--- src/rtl/pc_seq_pkg.sv ---
// rtl/pc_seq_pkg.sv - shared types and default vectors for the PC sequencer
// Contents:
//   seq_state_t   : sequencer FSM state (BOOT=0, RUN=1, HOLD=2, TRAP=3)
//   pc_sel_t      : next-PC source chosen by pc_next_mux
//   DEF_RESET_VEC : default first fetch address after reset
//   DEF_TRAP_VEC  : default trap redirect address
package pc_seq_pkg;

  typedef enum logic [1:0] {
    ST_BOOT = 2'd0,
    ST_RUN  = 2'd1,
    ST_HOLD = 2'd2,
    ST_TRAP = 2'd3
  } seq_state_t;

  typedef enum logic [2:0] {
    SEL_BOOT,
    SEL_SEQ,
    SEL_BR,
    SEL_JMP,
    SEL_TRAP
  } pc_sel_t;

  localparam logic [31:0] DEF_RESET_VEC = 32'h0000_0000;
  localparam logic [31:0] DEF_TRAP_VEC  = 32'h0000_0100;

endpackage

--- src/rtl/pc_next_mux.sv ---
// rtl/pc_next_mux.sv - combinational next-PC priority select and misalignment check
// Macro: PC_SEQ_MISALIGN_TRAP_EN (defined: misaligned jump/branch target selects the trap vector)
// Ports:
//   pc            in  current PC
//   trap_req      in  synchronous exception request
//   jump          in  jump request; jump_target bit 0 is cleared here
//   jump_target   in  jump destination
//   branch_taken  in  conditional branch resolved taken
//   branch_target in  branch destination
//   pc_plus4      out pc + 4, wrapping
//   next_pc       out selected next PC
//   sel           out which source was selected
module pc_next_mux
  import pc_seq_pkg::*;
#(
  parameter int unsigned       DWIDTH   = 32,
  parameter logic [DWIDTH-1:0] TRAP_VEC = DWIDTH'(DEF_TRAP_VEC)
) (
  input  logic [DWIDTH-1:0] pc,
  input  logic              trap_req,
  input  logic              jump,
  input  logic [DWIDTH-1:0] jump_target,
  input  logic              branch_taken,
  input  logic [DWIDTH-1:0] branch_target,
  output logic [DWIDTH-1:0] pc_plus4,
  output logic [DWIDTH-1:0] next_pc,
  output pc_sel_t           sel
);

  localparam logic [DWIDTH-1:0] ALIGN_MASK = ~DWIDTH'(3);
  localparam logic [DWIDTH-1:0] JALR_MASK  = ~DWIDTH'(1);

  logic [DWIDTH-1:0] tgt;
  logic              misaligned;

  assign pc_plus4 = pc + DWIDTH'(4);

  // Jump beats branch, so the jump target is the one checked and loaded.
  assign tgt = jump ? (jump_target & JALR_MASK) : branch_target;

`ifdef PC_SEQ_MISALIGN_TRAP_EN
  assign misaligned = (jump || branch_taken) && (tgt[1:0] != 2'b00);
`else
  assign misaligned = 1'b0;
`endif

  always_comb begin
    sel     = SEL_SEQ;
    next_pc = pc_plus4;
    if (trap_req || misaligned) begin
      sel     = SEL_TRAP;
      next_pc = TRAP_VEC;
    end else if (jump) begin
      sel     = SEL_JMP;
      next_pc = tgt & ALIGN_MASK;
    end else if (branch_taken) begin
      sel     = SEL_BR;
      next_pc = tgt & ALIGN_MASK;
    end
  end

endmodule

--- src/rtl/pc_sequencer.sv ---
// rtl/pc_sequencer.sv - instruction fetch PC sequencer with stall, branch/jump and trap redirect
// Macro: PC_SEQ_MISALIGN_TRAP_EN (defined: misaligned jump/branch target traps; otherwise low bits forced to 0)
// Ports:
//   Clk, N_Rst                  clock, asynchronous active-low reset
//   Stall                       hold PC, move RUN to HOLD
//   Fetch_Ack                   fetch accepted; PC advances in RUN
//   Branch_Taken/Branch_Target  conditional branch redirect
//   Jump/Jump_Target            JAL/JALR redirect
//   Trap_Req                    exception request
//   PC, PC_Plus4                current fetch address and its successor
//   Fetch_Req                   fetch valid (RUN only)
//   Trap_Flag                   one-cycle pulse after a trap redirect
//   Epc                         PC of the trapping instruction
//   Seq_State                   current FSM state
module pc_sequencer
  import pc_seq_pkg::*;
#(
  parameter int unsigned       DWIDTH    = 32,
  parameter logic [DWIDTH-1:0] RESET_VEC = DWIDTH'(DEF_RESET_VEC),
  parameter logic [DWIDTH-1:0] TRAP_VEC  = DWIDTH'(DEF_TRAP_VEC)
) (
  input  logic              Clk,
  input  logic              N_Rst,
  input  logic              Stall,
  input  logic              Fetch_Ack,
  input  logic              Branch_Taken,
  input  logic [DWIDTH-1:0] Branch_Target,
  input  logic              Jump,
  input  logic [DWIDTH-1:0] Jump_Target,
  input  logic              Trap_Req,
  output logic [DWIDTH-1:0] PC,
  output logic [DWIDTH-1:0] PC_Plus4,
  output logic              Fetch_Req,
  output logic              Trap_Flag,
  output logic [DWIDTH-1:0] Epc,
  output logic [1:0]        Seq_State
);

  seq_state_t        state, next_state;
  pc_sel_t           sel;
  logic [DWIDTH-1:0] next_pc;
  logic              pc_load;
  logic              trap_take;

  pc_next_mux #(
    .DWIDTH  (DWIDTH),
    .TRAP_VEC(TRAP_VEC)
  ) u_pc_next_mux (
    .pc           (PC),
    .trap_req     (Trap_Req),
    .jump         (Jump),
    .jump_target  (Jump_Target),
    .branch_taken (Branch_Taken),
    .branch_target(Branch_Target),
    .pc_plus4     (PC_Plus4),
    .next_pc      (next_pc),
    .sel          (sel)
  );

  always_ff @(posedge Clk or negedge N_Rst) begin
    if (!N_Rst) state <= ST_BOOT;
    else        state <= next_state;
  end

  always_comb begin
    next_state = state;
    pc_load    = 1'b0;
    trap_take  = 1'b0;
    case (state)
      ST_BOOT: next_state = ST_RUN;
      ST_RUN: begin
        if (Trap_Req) begin
          trap_take = 1'b1;
        end else if (Stall) begin
          next_state = ST_HOLD;
        end else if (Fetch_Ack) begin
          // A misaligned target surfaces here as SEL_TRAP only when enabled.
          if (sel == SEL_TRAP) trap_take = 1'b1;
          else                 pc_load   = 1'b1;
        end
      end
      ST_HOLD: begin
        if (Trap_Req)    trap_take  = 1'b1;
        else if (!Stall) next_state = ST_RUN;
      end
      ST_TRAP: next_state = ST_RUN;
    endcase
    if (trap_take) next_state = ST_TRAP;
  end

  // On a trap the mux already presents TRAP_VEC, so one load path serves both.
  always_ff @(posedge Clk or negedge N_Rst) begin
    if (!N_Rst) begin
      PC        <= RESET_VEC;
      Epc       <= '0;
      Trap_Flag <= 1'b0;
    end else begin
      Trap_Flag <= trap_take;
      if (pc_load || trap_take) PC  <= next_pc;
      if (trap_take)            Epc <= PC;
    end
  end

  assign Fetch_Req = (state == ST_RUN);
  assign Seq_State = state;

endmodule

--- config.mk ---
export PLATFORM = sky130hd
export DESIGN_NAME = pc_sequencer
export DESIGN_NICKNAME = d
export VERILOG_FILES = /design/src/rtl/pc_seq_pkg.sv /design/src/rtl/pc_next_mux.sv /design/src/rtl/pc_sequencer.sv
export SDC_FILE = /design/constraint.sdc
export NUM_CORES = 1
export LEC_CHECK = 0
export CELL_PAD_IN_SITES_DETAIL_PLACEMENT = 1
export CELL_PAD_IN_SITES_GLOBAL_PLACEMENT = 1
export CORE_MARGIN = 2
export CORE_UTILIZATION = 32
export DETAILED_ROUTE_END_ITERATION = 6
export PLACE_DENSITY_LB_ADDON = 0.1
export SYNTH_ARGS = -nofsm -noshare
export SYNTH_HDL_FRONTEND = slang
export SYNTH_HIERARCHICAL = 1
export SYNTH_SLANG_ARGS = --single-unit
--- constraint.sdc ---
create_clock -name Clk -period 5.13 [get_ports Clk]
set_input_delay 1.2825 -clock Clk [delete_from_list [all_inputs] [get_ports Clk]]
set_output_delay 1.2825 -clock Clk [all_outputs]
set_load 0.05 [all_outputs]
---- Word level (Yosys, flattened, before mapping) ----
Cells that the tools add are included.
storage, ports and cells
  logic and storage cells ................. 41
  register bits after elaboration ......... 67
  output and inout bits ................... 100
  input bits .............................. 71
cells by class
  reduce and logical (&&, ||, !) cells .... 4
  mux-type cells .......................... 24
  $add $sub $neg .......................... 1
  equality and inequality tests ........... 8
operators by type and width
  kind                                                    count
  two-way mux 32 bit                                      4
  adder 32 x 3 -> 32 bit (second input constant)          1
  two-way mux 2 bit                                       6
  two-way mux 1 bit                                       10
  two-way mux 3 bit                                       2
  inequality test 3 x 2 -> 1 bit (second input constant)  2
  inequality test 3 bit (second input constant)           2
  one-hot mux 2 bit (3 select lines)                      1
  == test 2 bit (second input constant)                   2
  AND reduction 4 bit                                     1
  == test 3 bit (second input constant)                   1
  == test 2 x 1 -> 1 bit (second input constant)          1
  logical NOT 2 bit                                       1
  one-hot mux 1 bit (2 select lines)                      1
  OR reduction 2 bit                                      1
  logical OR 1 bit                                        1

---- Depth between registers and ports, before layout ----
Gate-level depths: netlist (run 1).
  depth in word-level cells ............... 11
  mapped depth ............................ 10

---- Cells and area by module ----
Netlist (run 1), hierarchy kept.
by module, submodules not included
  module        seq. area each (sq um)  times used  cells each  area each (sq um)
  pc_sequencer  1,676.6                 1           321         3,552.2
  pc_next_mux   0.0                     1           201         1,283.7

---- Least setup slack after synthesis (run 1) ----
OpenSTA, ideal clock, no wires.
  kind .................................... register to output
  from .................................... register PC[7]
  to ...................................... output port PC_Plus4[29]
  path buffers ............................ 1
  data arrival time ....................... 2.635 ns
  required time ........................... 3.848 ns
  stages on the path, launching flop included .. 6
  slack ................................... 1.213 ns
  cells stage by stage .................... dfrtp_1 and4_1 or4b_1 buf_4 nor4_4 xor2_1
on the way
  longest elaborated chain between the ends .. 1
ends and longest elaborated chain
  element                 line                text
  start, declared         pc_sequencer.sv:31  output logic [DWIDTH-1:0] PC,
  start signal, assigned  pc_sequencer.sv:99  if (pc_load || trap_take) PC <= next_pc;
  adder 32 x 3 -> 32 bit  pc_next_mux.sv:36   assign pc_plus4 = pc + DWIDTH'(4);
  end, declared           pc_sequencer.sv:32  output logic [DWIDTH-1:0] PC_Plus4,
No other way between the ends.

---- Final worst setup path (run 1) ----
  from .................................... register PC[7]
  to ...................................... output port PC_Plus4[19]
The elaborated chain is that of the path after synthesis.

==> results.yml, run 1 <==
clock_tree:
  cts_setup_buffers: 0
  max-clock-path-buffers: 2
  cts_inserted_buffers: 9
  cts.htree.levels: 3
  clock_latency_ns: 0.35
  cts_sinks: 67
  cts_hold_buf: 0
  cts_root_buffer: "clkbuf_16"
  clkTransAtPathRegs_ns: 0.06
  cts_resized: 0
  cts_tree: "done"
sta:
  tightest_slew_ns: 1.27
  maxSlewViolCount: 0
  rsz0062_at_grt: "false"
  holdWs_ns: 0.504
  setup_viol: 0
  tns_ns: 0
  fin_ws_ns: 0.426
  finalClockSkew_ns: 0.00321
  hold_viol: 0
  max-slew-margin-rel_pct: 14.9
  min_period_ns: 4.70
  period_share_pct: 91.7
  max_freq_mhz: 213
power:
  cellPowerDensity_nw_per_um2: 561
  p_comb_share_pct: 60.0
  seqPwrFrac_pct: 23.4
  swShare_pct: 51.6
  p_int_mw: 1.88
  p_switching_mw: 2.00
  power.share.clock_pct: 16.6
  leakage_nw: 2.62
  total_power_mw: 3.88
  ir_drop_mv: 0.435
synth:
  synth_edf_count: 0
  ys.flop_type: "dfrtp_1"
  synth_nets: 596
  synth_common_cells: "dfrtp_1, clkbuf_1, o21ai_0"
  async_flop_share_pct: 100
  synth.distinct_cells: 49
  syn_inst: 522
  yosysTopAreaCell: "dfrtp_1"
  avgSynthCellArea_um2: 9.26
  yosys_warnings: 6
  yosysTopAreaCellShare_pct: 34.7
  yosys-top-cells-area: "dfrtp_1, mux2_2, o2111ai_1"
  yosysMostFrequentCell: "dfrtp_1"
  netlist_area_um2: 4840
  ys_seq_area_share_pct: 34.7
  ys_ff_latch: 67
setup_path:
  worstSetupEndpointType: "primary output"
  crit_slowest_cell: "clkdlybuf4s50_1"
  arrival_ns: 3.42
  r2r_slack_ns: 2.11
  r2r_end: "Epc[6]"
  crit_path_end: "PC_Plus4[19]"
  crit_path_max_fanout: 10
  start_kind: "register"
  max_stage_delay_ns: 0.88
  r2r_start: "Seq_State[1]"
  required_ns: 3.85
  crit_type: "reg2out"
  crit_chain: "and4_1 > or4b_1 > nor2_1 > xor2_1 > clkdlybuf4s50_1"
  r2r_cells: 6
  worstSetupStartpoint: "PC[7]"
floorplan:
  die_area_um2: 16100
  core_um2: 14600
  start_util_pct: 33.0
  die_w_um: 127
  io_pins: 171
  rows: 44
  die_y_um: 127
drt:
  drtIter0Drc: 270
  drc_errors: 0
  wl_per_cell_um: 22.3
  drtPass1Iterations: 4
  wl_um: 18800
  vias: 4938
  postRouteAntennaNets: 0
  via_per_inst: 5.84
final_layout:
  final_util_pct: 47.2
  fill_cells: 1654
  antenna_cells: 0
  fin_nets: 731
  syn_to_final_growth_pct: 43.1
  drive_gt1_share_pct: 16.0
placement:
  port_buffers: 166
  dp_hpwl_um: 12600
  dpl_worst_slack_ns: 0.739
  gp_congestion: 0.814
flow_run:
  max_cap_viol_count: 0
grt:
  antenna_found_initial: 0
  grt_use_total_pct: 23.7
  overflow: 0
  grt_pass1_wl_um: 30000
  grt_max_degree: 68
  grt_pass1_vias: 5396
hold_path:
  hp-class: "reg2reg"
  holdCritStartpoint: "Epc[9]"
run_status:
  status: "finished clean"
## metrics by stage
stage	cells	cell area (µm²)
5_1_grt	846	6920
6_report	846	6920
3_5_place_dp	830	6620
3_3_place_gp	830	6620
4_1_cts	846	6920
2_1_floorplan	522	4840
## power by group through the flow
stage	logic (mW)	clock network (mW)	registers [mW]
after floorplan	0.985	0	1.43
after global placement	2.29	0	0.904
after detailed placement	2.33	0	0.916
after CTS	2.34	0.660	0.910
after global routing	2.44	0.680	0.942
final	2.33	0.646	0.908
## placed cells by master, fill, tap and decap left out, types with 6 or more instances in the layout
master,netlist,layout
mux2_2,30,30
nor2_1,20,19
or3b_2,32,32
o2111ai_1,32,32
nand3_1,8,8
dfrtp_1,67,67
nand2_1,19,19
a21oi_1,14,14
and4_1,6,6
buf_4,4,14
nor3_1,7,6
o21ai_0,37,37
o2bb2ai_1,10,10
xnor2_1,15,15
inv_1,12,12
nand4_1,8,8
clkbuf_16,0,9
nor2b_1,34,34
a22oi_1,11,11
xor2_1,11,11
clkdlybuf4s50_1,0,164
o211ai_1,35,35
## kinds of logic after synthesis
kind of cell	count (synthesis)	synth area share (%)
mux	34	7.87
flops	67	34.7
compound gates	167	25.1
xor+xnor	26	4.71
simple gates	157	20.8
buf+inv	68	6.05
fa+ha+maj	3	0.776
## layer usage
metal | global-route usage (%) | share of wire [%]
met5 | 0 | 0
met4 | 8.02 | 1.9
met3 | 4.26 | 5.1
met2 | 39.3 | 47
met1 | 31.2 | 46
## flip-flops by register name, summed over array words and instances (netlist names)
name / cells
Seq_State: 2
Epc: 32
Trap_Flag: 1
PC: 32
## layout make-up
class / count / area [µm²] / area share, %
multi-input cells: 387 / 2890 / 41.8
repair buffers: 180 / 1770 / 25.6
flip-flops and latches: 67 / 1680 / 24.2
clock buffers: 10 / 239 / 3.45
well taps: 184 / 230 / 3.33
clock inverters: 6 / 65.1 / 0.940
inverters: 12 / 45.0 / 0.651
## worst max-delay path: cells and delay by family, from the launching register on
kind | cells | cell delay, ns
buffers and inverters | 1 | 0.88
flip-flops | 1 | 0.52
AND/OR/NAND/NOR | 3 | 1.44
XOR/XNOR | 1 | 0.22
## worst min-delay path by stage
stage / to / slack, ns / cells past startpoint
2_1_floorplan: Epc[6] / 0.83 / 1
3_3_place_gp: Epc[9] / 0.47 / 1
6_report: Epc[9] / 0.50 / 1
5_1_grt: Epc[27] / 0.52 / 1
4_1_cts: Epc[6] / 0.51 / 1
3_5_place_dp: Epc[6] / 0.49 / 1
Note: power is estimated with default switching activity, not from simulation.
==> inputs of run 2 (changes only) <==
--- a/config.mk
+++ b/config.mk
@@ -8,8 +8,9 @@
 export CELL_PAD_IN_SITES_DETAIL_PLACEMENT = 1
 export CELL_PAD_IN_SITES_GLOBAL_PLACEMENT = 1
 export CORE_MARGIN = 2
-export CORE_UTILIZATION = 32
+export CORE_UTILIZATION = 24
 export DETAILED_ROUTE_END_ITERATION = 6
+export MAX_ROUTING_LAYER = met4
 export PLACE_DENSITY_LB_ADDON = 0.1
 export SYNTH_ARGS = -nofsm -noshare
 export SYNTH_HDL_FRONTEND = slang
==> results.yml, run 2 (synthesis gave the netlist of run 1 again) <==
grt:
  grt_max_degree: 68
  grt.busiest_layer: "met2"
  grt_pass1_vias: 5356
  global_route.usage.met3_pct: 3.86
  antenna_found_initial: 0
  grt_use_met2_pct: 33.3
  grt_use_total_pct: 20.5
  grt_pass1_wl_um: 32900
  overflow: 0
  met1_usage_pct: 26.1
final_layout:
  fill_cells: 2261
  final_cell_area_um2: 6980
  syn_to_final_growth_pct: 44.4
  fin_nets: 731
  final_cell_mix: "clkdlybuf4s50_1, dfrtp_1, o21ai_0, o211ai_1, nor2b_1"
  drive_gt1_share_pct: 15.7
  antenna_cells: 0
  final_common_cell: "clkdlybuf4s50_1"
power:
  ir_drop_mv: 0.262
  p_comb_share_pct: 60.1
  p_switching_mw: 2.02
  cellPowerDensity_nw_per_um2: 557
  leakage_nw: 2.62
  power.share.clock_pct: 16.5
  swShare_pct: 51.8
  total_power_mw: 3.89
  seqPwrFrac_pct: 23.3
  p_int_mw: 1.87
flow_run:
  max_cap_viol_count: 0
placement:
  port_buffers: 166
  place_area_um2: 6690
  gp_congestion: 0.761
  dp_hpwl_um: 13800
  dpl_worst_slack_ns: 0.670
drt:
  via_per_inst: 5.22
  drtPass1Iterations: 4
  wl_per_cell_um: 22.9
  postRouteAntennaNets: 0
  wl_um: 21200
  drtIter0Drc: 255
  drc_errors: 0
  vias: 4842
clock_tree:
  cts_setup_buffers: 0
  cts.htree.levels: 3
  max-clock-path-buffers: 2
  cts_inserted_buffers: 9
  cts_hold_buf: 0
  cts_resized: 0
  clkTransAtPathRegs_ns: 0.06
  cts_root_buffer: "clkbuf_16"
  cts_sinks: 67
  cts_tree: "done"
  clock_latency_ns: 0.35
setup_path:
  max_stage_delay_ns: 0.86
  crit_type: "reg2out"
  worstSetupEndpointType: "primary output"
  arrival_ns: 3.52
  worstSetupStartpoint: "PC[7]"
  crit_path_max_fanout: 8
  path_buf_inv: 2
  crit_family: "simple AND/OR/NAND/NOR gates"
  required_ns: 3.85
  r2r_start: "PC[7]"
  start_kind: "register"
  crit_chain: "and4_1 > or4b_1 > buf_4 > nor3_1 > xor2_1 > clkdlybuf4s50_1"
  crit_slowest_cell: "clkdlybuf4s50_1"
sta:
  fin_ws_ns: 0.327
  rsz0062_at_grt: "false"
  tightest_slew_ns: 1.36
  max-slew-margin-rel_pct: 8.79
  finalClockSkew_ns: 0.00609
  setup_viol: 0
  maxSlewViolCount: 0
  min_period_ns: 4.80
  period_share_pct: 93.6
  tns_ns: 0
  hold_viol: 0
  holdWs_ns: 0.495
  max_freq_mhz: 208
hold_path:
  holdCritStartpoint: "Epc[6]"
  hp-class: "reg2reg"
floorplan:
  io_pins: 171
  die_y_um: 146
  die_area_um2: 21300
  core_um2: 19600
  die_w_um: 146
  rows: 51
  start_util_pct: 24.7
run_status:
  status: "finished clean"
run 2: changes by cell type in the layout (fill, tap and decap cells not counted):
cell and change:
buf_2 +2, clkbuf_1 +4, clkinvlp_4 -4, buf_12 -1, buf_4 +1, clkdlybuf4s50_1 -2
run 2: power groups by stage:
stage          logic (mW)  clock network [mW]  registers [mW]
5_1_grt              2.46               0.680           0.952
3_5_place_dp         2.36                   0           0.922
4_1_cts              2.36               0.660           0.915
2_1_floorplan       0.985                   0            1.43
3_3_place_gp         2.32                   0           0.910
6_report             2.34               0.643           0.907
run 2: per-stage QoR:
step                utilization, %  cells
global route                  35.6    927
floorplan                        -    522
CTS                           35.6    927
detailed placement            34.2    911
global placement              34.2    911
finish                        35.6    927
run 2: area by class of cell:
class / instances / area, µm² / share of cell area [%]
clock buffer: 14 / 254 / 3.64
clock inverter: 2 / 35.0 / 0.502
inverter: 12 / 45.0 / 0.645
multi-input combinational: 387 / 2890 / 41.4
sequential: 67 / 1680 / 24.0
tap: 265 / 332 / 4.75
timing repair buffer: 180 / 1750 / 25.0
run 2: path summary, 6_finish.rpt:
| path | slack (ns) | end | depth (start not counted) |
|---|---|---|---|
| worst max-delay path | 0.33 | PC_Plus4[21] | 6 |
| worst min-delay path | 0.49 | Epc[6] | 1 |
| worst max register to register | 2.02 | PC[21] | 8 |
| worst min register to register | 0.49 | Epc[6] | 1 |
| max in group asynchronous | 3.39 | PC[27] | 1 |
| min in group asynchronous | 1.08 | Epc[8] | 1 |
run 2: layer usage:
layer,up-vias,routed length [µm]
met3,14,975
met4,0,254
met5,-,0
met2,135,10300
met1,2455,9700
li1,2238,-
==> inputs of run 3 (changes only) <==
--- a/config.mk
+++ b/config.mk
@@ -5,6 +5,7 @@
 export SDC_FILE = /design/constraint.sdc
 export NUM_CORES = 1
 export LEC_CHECK = 0
+export CAP_MARGIN = 30
 export CELL_PAD_IN_SITES_DETAIL_PLACEMENT = 1
 export CELL_PAD_IN_SITES_GLOBAL_PLACEMENT = 1
 export CORE_MARGIN = 2
==> constraint.sdc (replaced) <==
create_clock -name Clk -period 4.2 [get_ports Clk]
set_input_delay 1.05 -clock Clk [delete_from_list [all_inputs] [get_ports Clk]]
set_output_delay 1.05 -clock Clk [all_outputs]
set_load 0.05 [all_outputs]
==> results.yml, run 3 (synthesis gave the netlist of run 1 again) <==
clock_tree:
  cts_tree: "done"
  cts_root_buffer: "clkbuf_16"
  cts_sinks: 67
  clock_latency_ns: 0.34
  max-clock-path-buffers: 2
  clkTransAtPathRegs_ns: 0.06
  cts.htree.levels: 3
  cts_inserted_buffers: 9
power:
  leakage_nw: 2.72
  seqPwrFrac_pct: 23.2
  p_int_mw: 2.27
  p_comb_share_pct: 61.1
  ir_drop_mv: 0.279
  cellPowerDensity_nw_per_um2: 672
  swShare_pct: 51.9
  p_switching_mw: 2.45
  power.share.clock_pct: 15.7
grt:
  overflow: 0
  antenna_found_initial: 0
  grt_use_total_pct: 20.2
  grt_pass1_wl_um: 32700
  grt_max_degree: 39
  grt_pass1_vias: 5442
sta:
  finalClockSkew_ns: 0.00788
  rsz0062_at_grt: "false"
  maxSlewViolCount: 0
  tns_ns: 0
  period_share_pct: 95.4
  hold_viol: 0
  max-slew-margin-rel_pct: 44.0
  setup_viol: 0
  tightest_slew_ns: 0.840
  min_period_ns: 4.01
  max_freq_mhz: 250
drt:
  wl_met2_um: 9960
  drc_errors: 0
  drtIter0Drc: 196
  met3_length_um: 920
  wl_per_cell_um: 22.5
  drtPass1Iterations: 4
  via_per_inst: 5.27
  vias: 4915
  met1_length_um: 9650
  topRoutingLayerUsed: "met4"
  wl_um: 21000
  postRouteAntennaNets: 0
placement:
  port_buffers: 166
  dp.cells: 918
  dp_hpwl_um: 14400
  gp_congestion: 0.754
final_layout:
  final_cell_mix: "clkdlybuf4s50_1, dfrtp_1, o21ai_0, o211ai_1, nor2b_1"
  final_common_cell: "clkdlybuf4s50_1"
  syn_to_final_growth_pct: 45.3
  antenna_cells: 0
  finalNonFillerCells: 933
  fill_cells: 2257
  drive_gt1_share_pct: 18.7
  fin_nets: 738
setup_path:
  worstSetupEndpointType: "primary output"
  max_stage_delay_ns: 0.86
  crit_path_max_fanout: 8
  crit_chain: "ha_1 > and4_1 > and3_1 > nand2_1 > xnor2_1 > clkdlybuf4s50_1"
  path_buf_inv: 1
  required_ns: 3.15
  arrival_ns: 2.96
  crit_family: "buffers and inverters"
  crit_slowest_cell: "clkdlybuf4s50_1"
  start_kind: "register"
  crit_type: "reg2out"
floorplan:
  die_w_um: 146
  rows: 51
  core_um2: 19600
  start_util_pct: 24.7
  die_y_um: 146
  die_area_um2: 21300
  io_pins: 171
flow_run:
  max_cap_viol_count: 0
hold_path:
  hp-class: "reg2reg"
run_status:
  status: "finished clean"
## run 3: cell types whose count changed in the layout (fill, tap and decap cells not counted)
cell | before | now
clkbuf_1 | 4 | 2
clkdlybuf4s50_1 | 162 | 145
buf_4 | 15 | 33
clkinvlp_4 | 0 | 1
dlymetal6s2s_1 | 0 | 3
bufinv_16 | 1 | 0
buf_12 | 0 | 2
clkbuf_8 | 1 | 3
clkinv_2 | 1 | 0
dlygate4sd2_1 | 0 | 1
## run 3: layer usage
layer	GRT usage, %	vias up
met5	-	-
met4	6.32	0
met3	3.92	27
met2	32.7	145
met1	25.4	2490
li1	-	2253
## run 3: area by class of cell
| type | instances | area [µm²] | share of cell area [%] |
|---|---|---|---|
| Inverter | 12 | 45.0 | 0.641 |
| Clock inverter | 1 | 7.51 | 0.107 |
| Tap cell | 265 | 332 | 4.72 |
| Timing Repair Buffer | 187 | 1800 | 25.6 |
| Sequential cell | 67 | 1680 | 23.9 |
| Multi-Input combinational cell | 387 | 2890 | 41.2 |
| Clock buffer | 14 | 274 | 3.90 |
## run 3: repair_timing
item / CTS / global route
pin swaps: 0 / 0
resized for setup: 1 / 3
endpoints found under the setup margin: 1 / 3
setup buffers: 0 / 0
hold buffers: 0 / 0
## run 3: stage by stage
stage	hold WS (ns)	instance area (µm²)	utilization [%]	setup WS, ns	total power, mW
floorplan	0.754	4840	-	0.515	2.95
global placement	0.471	6720	34.3	0.402	3.96
detailed placement	0.476	6740	34.4	0.369	4.02
CTS	0.489	7020	35.8	0.0633	4.79
global route	0.521	7030	35.9	0.0171	4.98
finish	0.488	7030	35.9	0.193	4.72
## run 3: final timing paths
check,cells past startpoint,end,slack [ns],from
min,1,Epc[9],0.49,Epc[9]
min reg2reg,1,Epc[9],0.49,Epc[9]
max,6,PC_Plus4[16],0.19,PC[2]
min in group asynchronous,1,Epc[4],0.67,N_Rst
max in group asynchronous,2,Epc[21],2.94,N_Rst
max reg2reg,8,PC[31],1.20,PC[8]
## run 3: power groups by stage
stage	combinational (mW)	sequential [mW]	clock (mW)
floorplan	1.20	1.75	0
global placement	2.87	1.09	0
detailed placement	2.92	1.11	0
CTS	2.93	1.10	0.768
global route	3.04	1.14	0.795
finish	2.89	1.10	0.741
